## config.mk

```make
export PLATFORM = sky130hd
export DESIGN_NAME = exception_ctrl
export DESIGN_NICKNAME = d
export VERILOG_FILES = /design/src/rtl/exception_ctrl.sv
export SDC_FILE = /design/constraint.sdc
export NUM_CORES = 1
export LEC_CHECK = 0
export CAP_MARGIN = 20
export CORE_AREA = 5 5 98 100
export DETAILED_ROUTE_END_ITERATION = 12
export DIE_AREA = 0 0 103 105
export PLACE_DENSITY = 0.73
export SYNTH_ARGS = -nofsm -noshare
export SYNTH_HDL_FRONTEND = slang
export SYNTH_SLANG_ARGS = --single-unit
```

## constraint.sdc

```tcl
create_clock -name i_clk -period 3.1 [get_ports i_clk]
set_clock_uncertainty 0.15 [all_clocks]
set_input_delay 0.465 -clock i_clk [delete_from_list [all_inputs] [get_ports i_clk]]
set_output_delay 0.465 -clock i_clk [all_outputs]
set_load 0.005 [all_outputs]
```

## src/rtl/exception_ctrl.sv

```systemverilog
// rtl/exception_ctrl.sv - exception entry sequencer feeding the PC-source selector
//
// Purpose:
//   Detects invalid-opcode / overflow / divide-by-zero and saves the faulting PC
//   (minus 4) into EPC. It then reads the handler address byte from the vector
//   table and presents it zero-extended on o_handler_pc, with a one-cycle o_pc_load.
//   Sequence: IDLE -> READ (MEM_WAIT cycles) -> LOAD -> IDLE.
//
// Optional feature macro: EXC_COUNT_EN (adds saturating o_exc_count[7:0]).
//
// Ports:
//   i_clk          in   1   system clock, rising edge
//   i_reset        in   1   asynchronous active-low reset
//   i_exc_opcode   in   1   invalid opcode flag (level, sampled in IDLE)
//   i_exc_ovf      in   1   ALU overflow flag
//   i_exc_div0     in   1   divide-by-zero flag
//   i_pc_current   in   32  PC of faulting instruction + 4
//   i_mem_byte     in   8   low MDR byte during vector read
//   o_epc          out  32  exception PC register
//   o_mem_addr     out  32  vector byte address to memory
//   o_mem_rd       out  1   memory read request
//   o_handler_pc   out  32  {24'b0, vector byte}
//   o_pc_load      out  1   one-cycle pulse selecting o_handler_pc into PC
//   o_busy         out  1   high whenever not IDLE
//   o_exc_count    out  8   (EXC_COUNT_EN only) saturating exception count
//   o_exc_cause    out  2   00 none, 01 opcode, 10 overflow, 11 div0

module exception_ctrl #(
  parameter int unsigned VEC_OPCODE = 253,
  parameter int unsigned VEC_OVF    = 254,
  parameter int unsigned VEC_DIV0   = 255,
  parameter int unsigned MEM_WAIT   = 2
) (
  input  logic        i_clk,
  input  logic        i_reset,
  input  logic        i_exc_opcode,
  input  logic        i_exc_ovf,
  input  logic        i_exc_div0,
  input  logic [31:0] i_pc_current,
  input  logic [7:0]  i_mem_byte,
  output logic [31:0] o_epc,
  output logic [31:0] o_mem_addr,
  output logic        o_mem_rd,
  output logic [31:0] o_handler_pc,
  output logic        o_pc_load,
  output logic        o_busy,
`ifdef EXC_COUNT_EN
  output logic [7:0]  o_exc_count,
`endif
  output logic [1:0]  o_exc_cause
);

  typedef enum logic [1:0] {
    S_IDLE = 2'd0,
    S_READ = 2'd1,
    S_LOAD = 2'd2
  } state_t;

  // Counter value on the final READ edge (counter starts at 0 on entry).
  localparam logic [2:0] WAIT_LAST = 3'(MEM_WAIT - 1);

  state_t      r_state;
  logic [2:0]  r_wait_cnt;
  logic [31:0] r_epc;
  logic [31:0] r_mem_addr;
  logic        r_mem_rd;
  logic [31:0] r_handler_pc;
  logic        r_pc_load;
  logic        r_busy;
  logic [1:0]  r_exc_cause;

  logic        w_any_exc;
  logic [1:0]  w_cause;
  logic [31:0] w_vec_addr;

  assign w_any_exc = i_exc_opcode | i_exc_ovf | i_exc_div0;

  // Fixed priority: opcode > overflow > div0.
  always_comb begin
    w_cause    = 2'b00;
    w_vec_addr = 32'd0;
    if (i_exc_opcode) begin
      w_cause    = 2'b01;
      w_vec_addr = 32'(VEC_OPCODE);
    end else if (i_exc_ovf) begin
      w_cause    = 2'b10;
      w_vec_addr = 32'(VEC_OVF);
    end else if (i_exc_div0) begin
      w_cause    = 2'b11;
      w_vec_addr = 32'(VEC_DIV0);
    end
  end

  always_ff @(posedge i_clk or negedge i_reset) begin
    if (!i_reset) begin
      r_state      <= S_IDLE;
      r_wait_cnt   <= 3'd0;
      r_epc        <= 32'd0;
      r_mem_addr   <= 32'd0;
      r_mem_rd     <= 1'b0;
      r_handler_pc <= 32'd0;
      r_pc_load    <= 1'b0;
      r_busy       <= 1'b0;
      r_exc_cause  <= 2'b00;
    end else begin
      case (r_state)
        S_IDLE: begin
          if (w_any_exc) begin
            // Wraps mod 2^32, so PC 0 yields 32'hFFFFFFFC.
            r_epc       <= i_pc_current - 32'd4;
            r_exc_cause <= w_cause;
            r_mem_addr  <= w_vec_addr;
            r_mem_rd    <= 1'b1;
            r_busy      <= 1'b1;
            r_wait_cnt  <= 3'd0;
            r_state     <= S_READ;
          end
        end
        S_READ: begin
          // Flags raised here are deliberately ignored: no nesting or queueing.
          if (r_wait_cnt == WAIT_LAST) begin
            r_handler_pc <= {24'd0, i_mem_byte};
            r_mem_rd     <= 1'b0;
            r_pc_load    <= 1'b1;
            r_state      <= S_LOAD;
          end else begin
            r_wait_cnt <= r_wait_cnt + 3'd1;
          end
        end
        S_LOAD: begin
          r_pc_load <= 1'b0;
          r_busy    <= 1'b0;
          r_state   <= S_IDLE;
        end
        default: begin
          r_state   <= S_IDLE;
          r_mem_rd  <= 1'b0;
          r_pc_load <= 1'b0;
          r_busy    <= 1'b0;
        end
      endcase
    end
  end

`ifdef EXC_COUNT_EN
  logic [7:0] r_exc_count;

  // Counts detection edges only; saturates rather than wrapping.
  always_ff @(posedge i_clk or negedge i_reset) begin
    if (!i_reset) begin
      r_exc_count <= 8'd0;
    end else if (r_state == S_IDLE && w_any_exc && r_exc_count != 8'hFF) begin
      r_exc_count <= r_exc_count + 8'd1;
    end
  end

  assign o_exc_count = r_exc_count;
`endif

  assign o_epc        = r_epc;
  assign o_mem_addr   = r_mem_addr;
  assign o_mem_rd     = r_mem_rd;
  assign o_handler_pc = r_handler_pc;
  assign o_pc_load    = r_pc_load;
  assign o_busy       = r_busy;
  assign o_exc_cause  = r_exc_cause;

endmodule

```

======== After elaboration in Yosys (flattened, before gate mapping) ========
Index checks and enable logic that the tools add are counted.
cells by class
  add/subtract/negate cells ............... 2
  multiply operators ...................... 0
  div/mod/pow operators ................... 0
  magnitude comparators ................... 0
  equal/unequal tests ..................... 6
  shift operators ......................... 0
  muxes and demuxes ....................... 18
  bitwise operators ....................... 5
  reduce and logical (&&, ||, !) cells .... 9
operator list
  kind                     number
  $sub A32 B3 Y32 const B  1
  $mux W8                  3
  $mux W2                  5
  $reduce_and A2 Y1        5
  $mux W3                  2
  $ne A2 B2 Y1 const B     3
  $pmux W3 S2              1
  $reduce_and A3 Y1        2
  $pmux W1 S2              2
  $pmux W2 S2              1
  $add A3 B1 Y3 const B    1
  $eq A3 B1 Y1 const B     1
  $mux W1                  3
  $not A1 Y1               3
  $pmux W1 S3              1
  $eq A2 B1 Y1 const B     1
  $eq A2 B2 Y1 const B     1
  $logic_not A2 Y1         1
  $or A1 B1 Y1             2
  $reduce_bool A2 Y1       1
word-level totals
  register bits after elaboration ......... 82
  bits in latches ......................... 0
  RAM bits ................................ 0
  ROM bits ................................ 0
  input port bits ......................... 45
  output and inout port bits .............. 101
  word-level logic and storage cells ...... 49
  memories kept ........................... 0

======== Longest topological paths before layout ========
Gate-level depths: netlist of run 1.
  depth after elaboration ................. 4
  mapped depth ............................ 7
  gate-level depth less buffers ........... 7

======== Least setup slack after synthesis of run 1 ========
Ideal clock, no wire load.
  kind .................................... input port to flip-flop
  start point ............................. input port i_pc_current[17]
  end point ............................... register r_epc[27], in the netlist o_epc[27]
  library setup time ...................... 0.131 ns
  arrival ................................. 1.625 ns
  data required time ...................... 2.819 ns
  slack ................................... 1.195 ns
  stages on the path ...................... 6
  buffers on the path ..................... 1
  path through ............................ or2_1 or3_1 buf_6 nor4_2 xnor2_1 o21ai_2
between the ends
  longest elaborated chain between the ends .. 1
ends and longest elaborated chain
  item                  RTL line  source
  start, declared       39        input logic [31:0] i_pc_current,
  $sub A32 B3 Y32       110       r_epc <= i_pc_current - 32'd4;
  end signal, assigned  110
  end, declared         64        logic [31:0] r_epc;
Every way passes these cells.
A chain may end at the register's enable or synchronous reset.

======== Worst setup path after layout of run 1 ========
  start point ............................. input port i_pc_current[15]
  end point ............................... register r_epc[28], in the netlist o_epc[28]
The elaborated chain is that of the path after synthesis.

==> results of run 1 <==
==> metrics by stage <==
| stage | instances | utilization (%) | power [µW] |
|---|---|---|---|
| after floorplan | 351 | - | 1850 |
| after global routing | 505 | 45.0 | 3300 |
| after global placement | 497 | 43.9 | 2640 |
| after CTS | 505 | 45.0 | 3100 |
| final | 505 | 45.0 | 3040 |
| after detailed placement | 497 | 43.9 | 2680 |
==> cell type report <==
class                           instances  area (µm²)
Clock inverter                          2        16.3
Timing Repair Buffer                  101         996
Clock buffer                            6        82.6
Multi-Input combinational cell        230        1340
Fill cell                             875        4720
Sequential cell                        51        1280
Inverter                                7        26.3
Tap cell                              108         135
==> cell usage in the layout, fill, tap and decap left out, drive strengths merged, types with 2 or more instances in the layout <==
cell type,netlist,final
clkdlybuf4s50,0,96
dfrtp,51,51
conb,1,48
nand2,43,43
o21ai,33,33
xnor2,24,24
nor2,13,13
nor4,13,13
nor3,11,11
mux2,8,8
inv,7,7
or3,6,6
clkbuf,6,6
buf,57,5
nand3,4,4
nand2b,4,4
a21oi,4,4
ha,3,3
or2,2,2
xor2,2,2
o31ai,2,2
a31oi,2,2
==> worst max-delay path: cells and delay by family <==
| kind | cells | cell delay (ps) |
|---|---|---|
| AOI/OAI and AO/OA | 1 | 80 |
| xor gates and xnor gates | 1 | 190 |
| and+or+nand+nor | 3 | 1110 |
| buffers and inverters | 1 | 530 |
==> power by group through the flow <==
stage / combinational [µW] / clock, µW / sequential [µW]
after CTS: 1500 / 434 / 1180
final: 1470 / 407 / 1170
after floorplan: 666 / 0 / 1190
after global placement: 1470 / 0 / 1170
after detailed placement: 1490 / 0 / 1190
after global routing: 1620 / 462 / 1220
==> cell families (layout without fill, tap and decap cells) <==
| kind of cell | Yosys count | count (layout) |
|---|---|---|
| and+or+nand+nor | 101 | 101 |
| buffers and inverters | 70 | 116 |
| DFF | 51 | 51 |
| AOI/OAI and AO/OA | 44 | 44 |
| xor gates and xnor gates | 26 | 26 |
| muxes | 8 | 8 |
| adders and majority gates | 3 | 3 |
| other | 1 | 48 |
==> how the worst max path moves through the flow <==
stage / to / slack (ps) / from
5_1_grt: o_epc[28] / 590 / i_pc_current[15]
3_5_place_dp: o_epc[28] / 390 / i_pc_current[15]
6_report: o_epc[28] / 740 / i_pc_current[15]
4_1_cts: o_epc[28] / 720 / i_pc_current[15]
2_1_floorplan: o_epc[27] / 1190 / i_pc_current[17]
3_3_place_gp: o_epc[28] / 390 / i_pc_current[15]
==> sequential cells by signal, indices dropped and copies added, names as in the netlist <==
register and flops:
o_epc 32, o_handler_pc 8, o_exc_cause 1, r_state 2
r_wait_cnt 3, o_mem_rd 1, o_pc_load 1, o_busy 1
o_mem_addr 2
==> synth_stat cells <==
cell type and count:
sky130_fd_sc_hd__inv_1 7, sky130_fd_sc_hd__or3_1 6, sky130_fd_sc_hd__ha_1 3, sky130_fd_sc_hd__nor2b_1 1, sky130_fd_sc_hd__a32oi_1 1, sky130_fd_sc_hd__nor3_1 9
sky130_fd_sc_hd__nor4b_1 1, sky130_fd_sc_hd__o21ai_1 26, sky130_fd_sc_hd__buf_4 55, sky130_fd_sc_hd__nand2b_1 4, sky130_fd_sc_hd__o22ai_1 1, sky130_fd_sc_hd__buf_2 1
sky130_fd_sc_hd__a31oi_1 2, sky130_fd_sc_hd__o21ai_2 3, sky130_fd_sc_hd__o21a_1 1, sky130_fd_sc_hd__clkbuf_1 6, sky130_fd_sc_hd__nor3_2 2, sky130_fd_sc_hd__o31ai_1 2
sky130_fd_sc_hd__nor4_1 5, sky130_fd_sc_hd__nand4_2 1, sky130_fd_sc_hd__a21oi_1 4, sky130_fd_sc_hd__o21ai_0 4, sky130_fd_sc_hd__xor2_1 2, sky130_fd_sc_hd__nand4b_1 1
sky130_fd_sc_hd__nand2_1 43, sky130_fd_sc_hd__xnor2_1 24, sky130_fd_sc_hd__mux2_2 8, sky130_fd_sc_hd__nand3_1 4, sky130_fd_sc_hd__dfrtp_1 51, sky130_fd_sc_hd__or2_1 2
sky130_fd_sc_hd__buf_6 1, sky130_fd_sc_hd__nor4_2 8, sky130_fd_sc_hd__nand3b_1 1, sky130_fd_sc_hd__conb_1 1, sky130_fd_sc_hd__nor2_1 13
==> layer usage <==
layer	GRT usage (%)	share of wire, %	vias to the layer above
met1	15.3	40	1057
met5	0	0	-
met3	3.46	7.8	5
met4	2.78	0.88	0
met2	22.7	51	83
li1	-	-	1103
==> results.txt, run 1 <==
- The die covers 10800 µm².
- Largest family of logic cells by synthesized area: simple AND/OR/NAND/NOR gates
- For this run, the top clock speed supported by timing is 0.424 GHz.
- Using the TritonRoute via totals, the vias-per-cell ratio works out to 4.45.
- Max FO, Critical Path: 6
- Library cell used as clock root buffer: sky130_fd_sc_hd__clkbuf_8
- Final worst path period need: 2360 ps
* Classification of the worst setup path: primary input to flip-flop
- TritonCTS Buffers: 5
- Overflow left after global routing: 0
* Total of max-cap violations: 0
- OpenSTA, run right after detailed placement, puts the worst setup slack at 392 ps.
- The initial utilization of the core area, before any placement, comes to 33.8%.
- Setup repair after global routing left no endpoint under its margin.
* Number of rows in the core area: 34
- Setup violations remaining at the end of the flow were counted as 0.
* Arrival time at the worst endpoint: 2380 ps
- After detailed routing, the average wire length per cell comes to 13.7 µm.
- Net switching power figure: 1040 µW
- From synthesis to final layout, the design area changed by 33.2%.
- Setup fix buffers added after clock tree synthesis: 0
- The count of nets left with antenna violations once routing finished came out at 0.
- CP peak stage delay: 530 ps
- Counting along the longest clock path gives a buffer depth of 2.
- Transition at the pin with the smallest max-transition slack: 678 ps
- XOR/XNOR Fraction of Synth Area: 7.84%
- DRC: 0
- Net switching share of the total power: 34.1%
* Total standard cell area after synthesis: 2910 µm²
* Area of the core region: 8590 µm²
- Counting cells, the worst reg-to-reg path comes to 5.
- Die height: 105 µm
- The synthesized design contains 51 register bits.
* PostCTS Resize Cnt: 0
- Of the cells placed in the final design, the portion with a size suffix greater than 1 is 9.07%.
- Summing the areas of all fa, ha and maj instances in the mapped netlist gives 1.29% of the synthesized area.
- In this run the count of I/O pins placed on the die edge is 146.
- In this run the cell area measured after placement is 3770 µm².
* CP cell instances: clkdlybuf4s50_1 -> nor4_2 -> nand3_1 -> nor4_1 -> xnor2_1 -> o21ai_1
* Max-slew violation count: 0
- The routed layout has 2248 vias.
- Post-route cell area: 3870 µm²
- Worst hold margin: 121 ps
- The flow ran to the end, and the final reports show no timing, DRC or antenna violations.
- Setup slack on the critical path of the routed design comes to 740 ps.
- Leak pwr: 0.00157 µW
* Post-synthesis area per instance: 9.56 µm²
- Gr usage total: 12.8%
- The internal power of the cells totals 2000 µW.
- Multiplexer share of the synthesized area: 3.10%
- Top area cells in the synthesized netlist: sky130_fd_sc_hd__dfrtp_1 (44%), sky130_fd_sc_hd__buf_4 (14%), sky130_fd_sc_hd__xnor2_1 (7.2%)
- Clock latency on the worst-skew pair, taken at its later pin, is 300 ps.
- The wire-length estimate of the detail-placed layout is 5.50 mm.
- Total power divided by cell area: 785 nW/µm²
* Max H-tree Level: 2
- Cell with the largest stage delay on the worst path: sky130_fd_sc_hd__clkdlybuf4s50_1
- Global-route wire length before repair: 11.2 mm
* Part of the total power dissipated in combinational logic: 48.2%
* RD Place Congestion: 0.804
- Maximum vdd ir drop: 0.361 mV
* Vias in the first global route: 2283
* Area fraction in and, or, nand and nor cells after synthesis: 18.8%
* Width of the die: 103 µm
- The share of the Yosys chip area taken by registers is 43.9%.
* Register clock-pin slew on the reported worst setup and hold paths: 90 ps
- The final critical path takes up 76.1% of the cycle.
- In this run the biggest area consumer among cell types represents 43.9% of the synthesized area.
* Cell type with the highest aggregate area in the netlist: sky130_fd_sc_hd__dfrtp_1
- For flop-to-flop paths, the worst setup slack is 1170 ps.
* Antenna fix cells: 0
* Warnings from Yosys: 0
- Clock tree synthesis found a total of 51 sinks.
* Number of input and output port buffers inserted: 97
* Number of distinct library cell variants in the gate-level netlist after synthesis: 35
- Critical Path End Type: flip-flop
* Worst path required time: 3120 ps
* Violation count after the first detailed-route iteration: 72
- For the final routed database, the setup TNS stands at 0 ps.
* Gate count of the mapped netlist: 304
- The worst setup path is launched from a primary input.
- Share of power burned in the clock network: 13.4%
- The worst register-to-register path begins at r_wait_cnt[1].
- Before antenna repair, the detailed router went through 4 iterations.
- The worst pin sits at a relative slew slack of 54.7%.
- The worst hold path belongs to the class primary input to asynchronous set/reset pin.
* Capture instance of the worst register-to-register path: o_handler_pc[1]
* Initial antenna violation count: 0
- Number of buffers inserted by hold repair at cts: 0
- Number of hold-slack violations in the final timing report: 0
- After the last flow step, the layout net total stands at 444.
* Proportion of power drawn by flip-flops and latches: 38.4%
- The synthesized netlist devotes 8.48% of its cell area to compound gates.
* Pin count of the biggest net entering global routing: 52
* TritonCTS clock tree: built
- For this block, the routed nets add up to 6.94 mm of wire.
(Power assumes the default switching activity.)
==> run 2: changes to the inputs <==
clock period = 2.4 ns   (was 3.1 ns; I/O delays follow)
==> run 2 against run 1 <==
  * Clock power rose by 77%
  * Global-route usage rose by 0.12 points
  * Die area did not move
  * Total power rose by 38%
  * Sequential share of layout area fell by 1.7 points
  * Combinational power rose by 34%
  * Cell count rose by 3.4%
  * Highest routed layer unchanged
==> results.txt, run 2 (synthesized netlist as in run 1, its figures left out) <==
* Number of nets with antenna violations after routing: 0 (unchanged)
* Final-stage net count: 461 (+3.8%)
- Initial antenna violation count: 0 (unchanged)
* Leak pwr: 0.00169 µW (+7.2%)
- The total setup violations reported at the end of the flow was 0 (unchanged).
- DRC: 0 (unchanged)
- The global-route usage over all layers is 12.9% (+0.12 points).
- Vias in the first global route: 2233 (-2.2%)
- In this run the worst hold path is classified as flip-flop to flip-flop.
- Static timing analysis puts the maximum clock frequency at 0.492 GHz.
- Tracing the worst setup path back leads to its startpoint at i_pc_current[17].
* Worst-case headroom to the max-slew limit: 62.8% (+8.2 points)
* Total wire length after detailed routing: 7.15 mm (+3.2%)
* Number of rows in the core area: 34 (unchanged)
* Number of input and output port buffers inserted: 97 (unchanged)
- DR WL/cell: 13.7 µm (-0.20%)
* Fill count: 823 (-5.9%)
- Area of combinational cells with multiple inputs: 1340 µm² (unchanged)
* Clock sinks: 51 (unchanged)
- RD Place Congestion: 0.828 (+3.0%)
- DR vias: 2273 (+1.1%)
* Final period util: 84.6%
- Pin count of the biggest net entering global routing: 31 (-40%)
- The antenna diode count came to 0 (unchanged).
- The number of maximum-capacitance violations is 0 (unchanged).
- Number of search-and-repair iterations in the first detailed-routing pass: 4 (unchanged)
- Share of post-route cells with drive strength above 1: 12.6% (+3.5 points)
* Maximum vdd ir drop: 0.578 mV (+60%)
- The area growth from synthesis to layout is 40.3%.
- TritonCTS built the clock tree.
* Commonest non-fill, non-tap cell in the layout: sky130_fd_sc_hd__clkdlybuf4s50_1
- The final hold violation count is 0 (unchanged).
- The worst endpoint data arrival time is 2080 ps (-300 ps).
* Top-level I/O count: 146 (unchanged)
- Commonest cells after routing, fill and taps aside: sky130_fd_sc_hd__clkdlybuf4s50_1 (96), sky130_fd_sc_hd__dfrtp_1 (51), sky130_fd_sc_hd__conb_1 (48)
- Library cell used as clock root buffer: sky130_fd_sc_hd__clkbuf_8
- Worst path required time: 2450 ps (-670 ps)
- Setup fix buffers added after clock tree synthesis: 0 (unchanged)
- Critical R2R Launch: r_wait_cnt[1]
- Max FFs per register: 32 (unchanged)
- Die height: 105 µm (unchanged)
- The setup total negative slack was 0 ps (unchanged).
* Violation count after the first detailed-route iteration: 64 (-11%)
- Min-delay src: r_state[0]
* Tot Pwr: 4210 µW (+38%)
* Clock latency on the worst-skew pair: 300 ps (about the same)
- The largest fanout on the critical path was 6 (unchanged).
* Global-route wire length before repair: 11.2 mm (+0.74%)
- Critical Path End Type: flip-flop
- Routed via count divided by cell count: 4.35 (-2.2%)
* Die Footprint: 10800 µm² (unchanged)
- The final max-slew violation count was 0 (unchanged).
* Register clock-pin slew on the reported worst setup and hold paths: 100 ps (about the same)
- The worst setup path is launched from a primary input.
- The storage element area was 1280 µm² (unchanged).
* Unrepaired setup endpoints after global routing: no
- The placeable core region came to 8590 µm² (unchanged).
- Width of the die: 103 µm (unchanged)
- The global route total overflow was 0 (unchanged).
- The HPWL after detailed placement is 5.69 mm (+3.3%).
- Transition at the pin with the smallest max-transition slack: 558 ps (-120 ps)
- The flow ran to the end, and the final reports show no timing, DRC or antenna violations.
* Max H-tree Level: 2 (unchanged)
* Final worst path period need: 2030 ps
* Initial core utilization: 33.8% (unchanged)
* Maximum count of clock buffers along a single path: 2 (unchanged)
- Classification of the worst setup path: primary input to flip-flop
- PostCTS Resize Cnt: 0 (unchanged)
- The power density relative to cell area was 1030 nW/µm² (+31%).
- TritonCTS Buffers: 5 (unchanged)
## run 2: cell count changes in the layout (fill, tap and decap cells not counted)
cell | previous run | this run
sky130_fd_sc_hd__buf_12 | 0 | 3
sky130_fd_sc_hd__buf_4 | 4 | 17
sky130_fd_sc_hd__bufinv_16 | 0 | 2
sky130_fd_sc_hd__clkbuf_8 | 6 | 5
sky130_fd_sc_hd__clkinv_4 | 1 | 0
sky130_fd_sc_hd__dlygate4sd3_1 | 0 | 1
## run 2: cell type report
type                            instances  share of cell area, %
Sequential cell                        51                   31.3
Multi-Input combinational cell        230                   32.8
Inverter                                7                  0.645
Clock inverter                          3                   1.66
Clock buffer                            5                   1.69
Timing Repair Buffer                  118                   28.5
Tap cell                              108                   3.31
## run 2: per-layer routing
layer  track usage (%)  up-vias  wire (µm)  part of all wire [%]
li1                  -     1137          -                     -
met1              16.4     1052       2930                    41
met2              21.8       79       3610                    50
met3              3.66        5        568                   7.9
met4              2.78        0         47                  0.66
met5                 0        -          0                     0
## run 2: critical path: stages
cell,delay [ps]
sky130_fd_sc_hd__clkdlybuf4s50_1,460
sky130_fd_sc_hd__or2_1,270
sky130_fd_sc_hd__or3_1,450
sky130_fd_sc_hd__nor4_2,310
sky130_fd_sc_hd__xnor2_1,170
sky130_fd_sc_hd__o21ai_2,60
## run 2: worst paths after layout
check / endpoint / slack [ps] / depth (start not counted)
worst max-delay path: o_epc[27] / 370 / 6
worst min-delay path: o_mem_rd / 340 / 1
worst max register to register: o_handler_pc[0] / 760 / 6
worst min register to register: o_mem_rd / 340 / 1
max in group asynchronous: o_epc[22] / 1130 / 3
min in group asynchronous: o_handler_pc[7] / 410 / 2
## run 2: power by group
part | leakage, µW | internal (µW) | switching [µW]
Clock | 0.0000644 | 416 | 304
Sequential | 0.000612 | 1280 | 242
Combinational | 0.00101 | 1150 | 821
Total | 0.00169 | 2840 | 1370
## run 2: metrics by stage
step | hold slack [ps] | util, % | std cells | instance area, µm² | setup WS, ps
after floorplan | -85.6 | - | 351 | 3080 | 600
after global placement | 223 | 45.7 | 513 | 3930 | 57.6
after detailed placement | 235 | 45.7 | 513 | 3930 | 35.2
after CTS | 343 | 47.4 | 522 | 4080 | 376
after global routing | 369 | 47.4 | 522 | 4080 | 246
final | 336 | 47.4 | 522 | 4080 | 369
## run 2: timing repair
item	CTS	global route
hold buffers	1	0
hold endpoints to repair	22	0
endpoints found under the setup margin	0	0
